**config.mk**
```make
export PLATFORM = sky130hd
export DESIGN_NAME = stream_req_arbiter
export DESIGN_NICKNAME = d
export VERILOG_FILES = /design/src/rtl/stream_req_arbiter.sv
export SDC_FILE = /design/constraint.sdc
export NUM_CORES = 1
export LEC_CHECK = 0
export CORE_MARGIN = 3
export CORE_UTILIZATION = 40
export DETAILED_ROUTE_END_ITERATION = 8
export PLACE_DENSITY = 0.74
export SLEW_MARGIN = 10
export SYNTH_ARGS = -nofsm -noshare
export SYNTH_HDL_FRONTEND = slang
export SYNTH_SLANG_ARGS = --single-unit
export TNS_END_PERCENT = 20
```
**constraint.sdc**
```tcl
create_clock -name clk -period 2.7 [get_ports clk]
set_clock_uncertainty 0.05 [all_clocks]
set_input_delay 0.405 -clock clk [delete_from_list [all_inputs] [get_ports clk]]
set_output_delay 0.405 -clock clk [all_outputs]
set_load 0.02 [all_outputs]
```
**src/rtl/stream_req_arbiter.sv**
```systemverilog
// stream_req_arbiter
//   Shares one filter/input SRAM read stream port between NUM_PE PE controllers.
//   Input requests win over filter requests; each class is round-robin from its
//   own pointer. One grant runs one burst of beats over mem_req/mem_gnt, then a
//   FIN cycle credits the per-PE done flag (exposed as *_finish levels).
//
//   Optional: `define FILTER_MULTICAST_EN -- a filter burst also credits every
//   other PE requesting the identical k/layer with its done flag still clear.
//
// Ports
//   clk, rst (async, active-low)
//   req_filter_valid/req_filter_k/req_layer : per-PE filter request + tag
//   req_input_valid                         : per-PE input request
//   filter_len/input_len                    : beats per burst (0 = skip burst)
//   mem_req/mem_gnt                         : beat handshake to buffer
//   mem_is_input/mem_pe/mem_k/mem_layer     : burst descriptor (stable in burst)
//   mem_beat                                : beat offset within burst
//   stream_filter_finish/stream_input_finish: per-PE done levels
//   busy                                    : high in BURST and FIN

// Per-PE done flags with the tag captured when the filter flag was set.
module stream_req_pe_flags #(
  parameter int K_W     = 6,
  parameter int LAYER_W = 3
) (
  input  logic               clk,
  input  logic               rst,
  input  logic               flt_valid,
  input  logic [K_W-1:0]     flt_k,
  input  logic [LAYER_W-1:0] flt_layer,
  input  logic               in_valid,
  input  logic               set_flt,
  input  logic               set_in,
  output logic               flt_done,
  output logic               in_done
);
  logic [K_W-1:0]     tag_k;
  logic [LAYER_W-1:0] tag_layer;
  logic               flt_stale;

  // Request dropped or retagged: the credited burst no longer applies.
  assign flt_stale = !flt_valid || (flt_k != tag_k) || (flt_layer != tag_layer);

  always_ff @(posedge clk or negedge rst) begin
    if (!rst) begin
      flt_done  <= 1'b0;
      in_done   <= 1'b0;
      tag_k     <= '0;
      tag_layer <= '0;
    end else begin
      if (set_flt) begin
        flt_done  <= 1'b1;
        tag_k     <= flt_k;
        tag_layer <= flt_layer;
      end else if (flt_stale) begin
        flt_done  <= 1'b0;
      end
      if (set_in)         in_done <= 1'b1;
      else if (!in_valid) in_done <= 1'b0;
    end
  end
endmodule

module stream_req_arbiter #(
  parameter int NUM_PE  = 4,
  parameter int K_W     = 6,
  parameter int LAYER_W = 3,
  parameter int LEN_W   = 10
) (
  input  logic                      clk,
  input  logic                      rst,
  input  logic [NUM_PE-1:0]         req_filter_valid,
  input  logic [NUM_PE*K_W-1:0]     req_filter_k,
  input  logic [NUM_PE*LAYER_W-1:0] req_layer,
  input  logic [NUM_PE-1:0]         req_input_valid,
  input  logic [LEN_W-1:0]          filter_len,
  input  logic [LEN_W-1:0]          input_len,
  output logic                      mem_req,
  input  logic                      mem_gnt,
  output logic                      mem_is_input,
  output logic [$clog2(NUM_PE)-1:0] mem_pe,
  output logic [K_W-1:0]            mem_k,
  output logic [LAYER_W-1:0]        mem_layer,
  output logic [LEN_W-1:0]          mem_beat,
  output logic [NUM_PE-1:0]         stream_filter_finish,
  output logic [NUM_PE-1:0]         stream_input_finish,
  output logic                      busy
);
  localparam int PE_W = $clog2(NUM_PE);
  localparam logic [PE_W-1:0] LAST_PE = PE_W'(NUM_PE - 1);
`ifdef FILTER_MULTICAST_EN
  localparam bit MCAST = 1'b1;
`else
  localparam bit MCAST = 1'b0;
`endif

  typedef enum logic [1:0] {ARB, BURST, FIN} state_t;
  state_t state;

  logic [NUM_PE-1:0][K_W-1:0]     k_vec;
  logic [NUM_PE-1:0][LAYER_W-1:0] layer_vec;
  logic [NUM_PE-1:0] flt_done, in_done, flt_elig, in_elig, set_flt, set_in;
  logic [PE_W-1:0]   rr_flt, rr_in, grant_pe, next_pe;
  logic [PE_W:0]     pick_in, pick_flt;
  logic              grant_any, grant_input, fin_in, fin_flt;
  logic [LEN_W-1:0]  grant_len, cur_len;

  // Returns {found, id}: first eligible id at or after ptr, wrapping.
  function automatic logic [PE_W:0] rr_pick(input logic [NUM_PE-1:0] elig,
                                            input logic [PE_W-1:0]   ptr);
    logic [PE_W:0]   res;
    logic [PE_W-1:0] p;
    int              idx;
    res = '0;
    for (int i = 0; i < NUM_PE; i++) begin
      idx = int'(ptr) + i;
      if (idx >= NUM_PE) idx = idx - NUM_PE;
      p = PE_W'(idx);
      if (!res[PE_W] && elig[p]) res = {1'b1, p};
    end
    return res;
  endfunction

  assign flt_elig    = req_filter_valid & ~flt_done;
  assign in_elig     = req_input_valid & ~in_done;
  assign pick_in     = rr_pick(in_elig, rr_in);
  assign pick_flt    = rr_pick(flt_elig, rr_flt);
  assign grant_input = pick_in[PE_W];
  assign grant_any   = pick_in[PE_W] | pick_flt[PE_W];
  assign grant_pe    = grant_input ? pick_in[PE_W-1:0] : pick_flt[PE_W-1:0];
  assign grant_len   = grant_input ? input_len : filter_len;
  assign cur_len     = mem_is_input ? input_len : filter_len;
  assign next_pe     = (mem_pe == LAST_PE) ? '0 : mem_pe + PE_W'(1);
  assign fin_in      = (state == FIN) && mem_is_input;
  assign fin_flt     = (state == FIN) && !mem_is_input;
  assign busy        = (state != ARB);

  always_ff @(posedge clk or negedge rst) begin
    if (!rst) begin
      state        <= ARB;
      mem_req      <= 1'b0;
      mem_is_input <= 1'b0;
      mem_pe       <= '0;
      mem_k        <= '0;
      mem_layer    <= '0;
      mem_beat     <= '0;
      rr_flt       <= '0;
      rr_in        <= '0;
    end else begin
      case (state)
        ARB: if (grant_any) begin
          mem_is_input <= grant_input;
          mem_pe       <= grant_pe;
          mem_k        <= k_vec[grant_pe];
          mem_layer    <= layer_vec[grant_pe];
          mem_beat     <= '0;
          // Zero-length burst: nothing to read, go straight to crediting.
          if (grant_len == '0) state <= FIN;
          else begin
            state   <= BURST;
            mem_req <= 1'b1;
          end
        end
        BURST: if (mem_gnt) begin
          if (mem_beat == cur_len - LEN_W'(1)) begin
            mem_req <= 1'b0;
            state   <= FIN;
          end else begin
            mem_beat <= mem_beat + LEN_W'(1);
          end
        end
        FIN: begin
          if (mem_is_input) rr_in  <= next_pe;
          else              rr_flt <= next_pe;
          state <= ARB;
        end
        default: state <= ARB;
      endcase
    end
  end

  for (genvar g = 0; g < NUM_PE; g++) begin : g_pe
    assign k_vec[g]     = req_filter_k[g*K_W +: K_W];
    assign layer_vec[g] = req_layer[g*LAYER_W +: LAYER_W];
    // Credit only if the request still stands with the tag the burst served.
    assign set_in[g]  = fin_in && (mem_pe == PE_W'(g)) && req_input_valid[g];
    assign set_flt[g] = fin_flt && req_filter_valid[g] && !flt_done[g] &&
                        (k_vec[g] == mem_k) && (layer_vec[g] == mem_layer) &&
                        (MCAST || (mem_pe == PE_W'(g)));

    stream_req_pe_flags #(.K_W(K_W), .LAYER_W(LAYER_W)) u_flags (
      .clk       (clk),
      .rst       (rst),
      .flt_valid (req_filter_valid[g]),
      .flt_k     (k_vec[g]),
      .flt_layer (layer_vec[g]),
      .in_valid  (req_input_valid[g]),
      .set_flt   (set_flt[g]),
      .set_in    (set_in[g]),
      .flt_done  (flt_done[g]),
      .in_done   (in_done[g])
    );
  end

  assign stream_filter_finish = flt_done;
  assign stream_input_finish  = in_done;
endmodule

```
==> flow_summary.ini, run 1 <==
[timing]
slew_headroom = 0.513
worst_pin_slew_ns = 0.729
finalCritPeriodShare = 0.934
setup_viol = 0
rsz0062_at_grt = no
fmax_mhz = 396
hold_violations = 0
maxSlewViolCount = 0
fin_crit_ns = 2.52

[grt]
grt_usage = 0.202
grt_pass1_vias = 4446
globalRoute.totalOverflow = 0
grt_pass1_wl_um = 21800
antenna_found_initial = 0
grt_max_degree = 53

[floorplan]
die_h_um = 117
core-area_um2 = 11800
rows = 39
initial_core_util = 0.420
fp.dieW_um = 117
ios = 99
dieArea_um2 = 13700

[finish]
area_delta_synth_final_pct = 34.5
drive_above_1_share = 0.197
antennaDiodeCount = 0
nets = 693
design_area_um2 = 6640

[clock_network]
cts_buffer_depth = 2
cts_made_buffers = 9
clk_latency_ns = 0.33
cts.sinks = 73
postCtsHoldBufs = 0
cts.reportedPaths.clkPinSlew_ns = 0.06
cts-root-buf = clkbuf_16
ctsHtreeMaxLevel = 3
cts_tree = yes

[synth]
syn_area_per_cell_um2 = 10.0
ys_seq_elements = 73
synthCells = 493
yosysUniqueCellTypes = 57
synth_seq_area_share = 0.370
synth_top_cells_by_area = dfrtp_1 37%, mux2_2 11%, xor2_1 8.0%
syn-num-nets = 566
synth_top_cell_by_area = dfrtp_1
synthFlopType = dfrtp_1
synth_edf_count = 0
synth_area_um2 = 4940
yosys.area.top_type_share = 0.370
async_flop_share = 1.00
yosys_warnings = 0

[pwr]
powerDensity_nw_per_um2 = 629
worst_ir_drop_vdd_uv = 422
power_mw = 4.18
p_leak_nw = 2.96

[status]
status = finished, final reports clean

[critical_path]
crit_slowest_cell = or4_4
cp.required_ns = 2.90
max_stage_delay_ns = 0.55
crit_path_end_kind = flip-flop
cp_max_fo = 13
cp.arrival_ns = 2.72
path_cells = clkdlybuf4s50_1 > mux2i_2 > nand2_1 > or4_4 > a311oi_4 > nand4_4 > buf_4 > a21o_1 > a21oi_1
crit_type = in2reg
startpoint_type = input port

[drt]
drt-initial-drc-count = 244
post_drt_wl_per_cell_um = 16.8
vias = 4250
drt_pass1_iterations = 5
post-route-drc-count = 0
routed_wl_um = 13300
ant_nets = 0
vias_per_cell = 5.39

[place]
gp_congestion = 0.908
dpl_cell_area_um2 = 6340
dp_hpwl_um = 10600
port_buffers = 98

[run]
maxCapViolCount = 0

[min_path]
hp-class = in2async
per-stage QoR:
step | util | std cells | TNS [ns] | hold slack [ns] | setup WS [ns]
2_1_floorplan | - | 493 | 0 | 0.0594 | 0.0173
3_3_place_gp | 0.539 | 773 | -0.863 | 0.367 | -0.110
3_5_place_dp | 0.539 | 773 | -1.36 | 0.373 | -0.153
4_1_cts | 0.565 | 789 | 0 | 0.0162 | 0.134
5_1_grt | 0.565 | 789 | 0 | 0.0401 | 0.0386
6_report | 0.565 | 789 | 0 | 0.00930 | 0.178
worst max-delay path, delay by kind of cell:
kind | cells | cell delay [ns]
buffers and inverters | 2 | 0.65
and+or+nand+nor | 3 | 0.80
muxes | 1 | 0.24
AOI/OAI and AO/OA | 3 | 0.62
metal layers:
layer	part of all wire	GRT usage	up-vias	routed length (um)
li1	-	-	2030	-
met1	0.43	0.260	2050	5720
met2	0.50	0.346	158	6580
met3	0.062	0.0406	12	824
met4	0.012	0.0589	0	164
met5	0	0	-	0
placed cells by master, fill, tap and decap left out, drive strengths merged, types with 18 or more instances in the layout:
cell type | netlist | routed
clkdlybuf4s50 | 0 | 97
mux2 | 47 | 47
nor3 | 18 | 18
xor2 | 45 | 45
a21oi | 20 | 20
mux2i | 23 | 23
dfrtp | 73 | 73
nor2 | 24 | 24
xnor2 | 40 | 40
nand3 | 20 | 20
buf | 13 | 50
kinds of logic after synthesis:
logic type / count (synthesis) / synth area share
AO/OA/AOI/OAI: 73 / 0.105
multiplexers: 70 / 0.155
flip-flops: 73 / 0.370
AND/OR/NAND/NOR: 140 / 0.160
buffers and inverters: 46 / 0.0448
adder cells (fa/ha/maj): 6 / 0.0152
XOR/XNOR: 85 / 0.151
layout make-up:
cell class                      count  area, um^2
Inverter                           15        56.3
Tap cell                          164         205
Multi-Input combinational cell    374        2900
Clock inverter                      5        55.1
Timing Repair Buffer              147        1360
Fill cell                        1036        5120
Sequential cell                    73        1830
Clock buffer                       11         243
repair_timing:
| action | CTS | global route |
|---|---|---|
| buffers inserted | 0 | 0 |
| gates resized for setup | 0 | 1 |
| endpoints found under the setup margin | 0 | 1 |
flip-flops by register name, indices dropped and copies added (netlist names):
| signal | count |
|---|---|
| g_pe.u_flags.tag_k | 24 |
| g_pe.u_flags.tag_layer | 12 |
| mem_beat | 10 |
| mem_k | 6 |
| g_pe.u_flags.flt_done | 4 |
| g_pe.u_flags.in_done | 4 |
| mem_layer | 3 |
| mem_pe | 2 |
| rr_flt | 2 |
| rr_in | 2 |
| state | 2 |
| mem_is_input | 1 |
| mem_req | 1 |
synth_stat cells, types with 3 or more instances:
| cell type | instances |
|---|---|
| a21o_1 | 7 |
| a21oi_1 | 20 |
| a221oi_1 | 6 |
| a222oi_1 | 3 |
| a31oi_1 | 3 |
| buf_2 | 3 |
| buf_4 | 8 |
| clkbuf_1 | 18 |
| dfrtp_1 | 73 |
| ha_1 | 6 |
| inv_1 | 15 |
| mux2_2 | 47 |
| mux2i_1 | 22 |
| nand2_1 | 12 |
| nand2b_1 | 7 |
| nand3_1 | 20 |
| nand4_1 | 14 |
| nor2_1 | 24 |
| nor2b_1 | 11 |
| nor3_1 | 18 |
| nor3b_1 | 6 |
| nor4_1 | 13 |
| o21ai_0 | 13 |
| xnor2_1 | 40 |
| xor2_1 | 45 |
final timing paths:
| kind | start | to | slack (ns) | cells after the start |
|---|---|---|---|---|
| hold reg to reg | state[1] | state[0] | 0.45 | 1 |
| min in group clk | state[1] | state[0] | 0.45 | 1 |
| hold / removal | rst | g_pe[2].u_flags.tag_k[4] | 0.009 | 1 |
| setup reg to reg | mem_is_input | mem_beat[6] | 0.21 | 8 |
| max in group asynchronous | rst | mem_beat[2] | 1.92 | 2 |
| setup / recovery | input_len[0] | mem_beat[6] | 0.18 | 9 |
power by group:
group | switching (mW) | leakage [nW] | internal (mW)
Sequential | 0.241 | 0.982 | 1.21
Combinational | 0.746 | 1.84 | 0.788
Clock | 0.455 | 0.142 | 0.737
Note: power is estimated with default switching activity, not from simulation.
==> run 2, diff against run 1 <==
--- a/config.mk
+++ b/config.mk
@@ -7,6 +7,7 @@
 export LEC_CHECK = 0
 export CORE_MARGIN = 3
 export CORE_UTILIZATION = 40
+export CTS_BUF_LIST = sky130_fd_sc_hd__clkbuf_4
 export DETAILED_ROUTE_END_ITERATION = 8
 export PLACE_DENSITY = 0.74
 export SLEW_MARGIN = 10
==> flow_summary.ini, run 2 (synthesis gave the netlist of run 1 again) <==
[finish]
largest_register_ffs = 24
design_area_um2 = 6490
drive_above_1_share = 0.196
final_core_util = 0.552
reg_top3 = g_pe.u_flags.tag_k: 24 flops, g_pe.u_flags.tag_layer: 12 flops, mem_beat: 10 flops
layout_common_cells = 97 x clkdlybuf4s50_1, 72 x dfrtp_1, 48 x buf_4
regMostFlops = g_pe.u_flags.tag_k
layout_commonest_cell = clkdlybuf4s50_1
area_delta_synth_final_pct = 31.4
nets = 694
antennaDiodeCount = 0

[pwr]
worst_ir_drop_vdd_uv = 469
p_leak_nw = 2.90
powerDensity_nw_per_um2 = 566

[timing]
maxSlewViolCount = 0
hold_violations = 0
fmax_mhz = 398
worst_pin_slew_ns = 0.732
setup_viol = 0
rsz0062_at_grt = no
fin_crit_ns = 2.51
slew_headroom = 0.511
finalCritPeriodShare = 0.929
whs_ns = 0.446

[clock_network]
cts_tree = yes
clk_latency_ns = 0.42
cts_buffer_depth = 2
cts_made_buffers = 9
ctsHtreeMaxLevel = 3
cts.reportedPaths.clkPinSlew_ns = 0.12
cts.sinks = 73
cts-root-buf = clkbuf_4

[drt]
post-route-drc-count = 0
ant_nets = 0
vias_per_cell = 5.43
drt-initial-drc-count = 264
post_drt_wl_per_cell_um = 16.9
drt_pass1_iterations = 6
vias = 4289
routed_wl_um = 13400

[critical_path]
crit_end = mem_beat[6]
rrSetupSlack_ns = 0.19
rr_worst_depth = 8
r2r-end = mem_beat[6]
cp.depth = 8
crit_family = simple AND/OR/NAND/NOR gates
cp_num_buf_inv = 1
cp_max_fo = 13
crit_type = reg2reg
max_stage_delay_ns = 0.55
crit_path_end_kind = flip-flop
r2r_start = mem_is_input
startpoint_type = flip-flop
crit_slowest_cell = or4_4
startpoint = mem_is_input
cp.arrival_ns = 2.80
cp.required_ns = 2.99
path_cells = mux2i_2 > nand2_1 > or4_4 > a311oi_4 > nand4_4 > buf_4 > a21o_1 > a21oi_1

[run]
maxCapViolCount = 0

[grt]
grt_max_degree = 53
grt_usage = 0.201
grt_pass1_vias = 4507
grt_pass1_wl_um = 21800
antenna_found_initial = 0
globalRoute.totalOverflow = 0

[floorplan]
dieArea_um2 = 13700
core-area_um2 = 11800
fp.dieW_um = 117
rows = 39
initial_core_util = 0.420
die_h_um = 117
ios = 99

[min_path]
hp-class = in2async

[place]
dpl_cell_area_um2 = 6340
port_buffers = 98
gp_congestion = 0.908
dp_hpwl_um = 10600

[status]
status = finished, final reports clean
run 2: cell types whose count changed in the layout (fill, tap and decap cells not counted):
cell and change:
clkbuf_4 +10, clkbuf_16 -9, clkbuf_1 -1, clkbuf_8 -1, clkinv_1 +1, dlygate4sd3_1 +1
run 2: where the power goes:
part	total [mW]	internal (mW)	switching, mW
sequential	1.45	1.21	0.245
clock	0.685	0.287	0.399
combinational	1.54	0.789	0.747
run 2: how the worst min path moves through the flow:
stage	startpoint	to	slack, ns	depth (start not counted)
final	rst	g_pe[2].u_flags.tag_k[4]	0.45	2
after detailed placement	rst	g_pe[2].u_flags.tag_layer[2]	0.37	1
after CTS	rst	g_pe[2].u_flags.tag_k[2]	0.44	2
after global routing	rst	g_pe[2].u_flags.tag_k[3]	0.48	2
after floorplan	rst	g_pe[0].u_flags.flt_done	0.06	0
after global placement	rst	g_pe[2].u_flags.tag_k[4]	0.37	1
run 2: metal layers:
layer | global-route usage | vias to the layer above | part of all wire
li1 | - | 2030 | -
met1 | 0.257 | 2081 | 0.43
met2 | 0.350 | 158 | 0.49
met3 | 0.0272 | 20 | 0.062
met4 | 0.0657 | 0 | 0.019
met5 | 0 | - | 0
run 2: final cells by class:
| type | instances | area, um^2 |
|---|---|---|
| well taps | 164 | 205 |
| multi-input cells | 374 | 2900 |
| fillers | 1054 | 5270 |
| repair buffers | 148 | 1370 |
| clock inverters | 6 | 58.8 |
| flip-flops and latches | 73 | 1830 |
| inverters | 15 | 56.3 |
| clock buffers | 10 | 75.1 |
run 2: metrics by stage:
step	std cells	power, mW	TNS, ns	worst slack, ns
after floorplan	493	2.35	0	0.0173
after global placement	773	2.95	-0.863	-0.110
after detailed placement	773	3.00	-1.36	-0.153
after CTS	790	3.69	0	0.116
after global routing	790	3.89	0	0.0578
final	790	3.67	0	0.190
run 2: worst reg2reg max path, delay by kind of cell (launching register included):
family | cells | cell delay (ns)
AO/OA/AOI/OAI | 3 | 0.62
AND/OR/NAND/NOR | 3 | 0.80
multiplexers | 1 | 0.30
buffers and inverters | 1 | 0.21
flip-flops | 1 | 0.45
run 2: timing repair:
| item | in CTS | in global routing |
|---|---|---|
| hold buffers | 1 | 0 |
| buffers inserted | 0 | 0 |
| gates resized for setup | 0 | 1 |
| hold endpoints to repair | 21 | 0 |
| setup endpoints to repair | 0 | 2 |
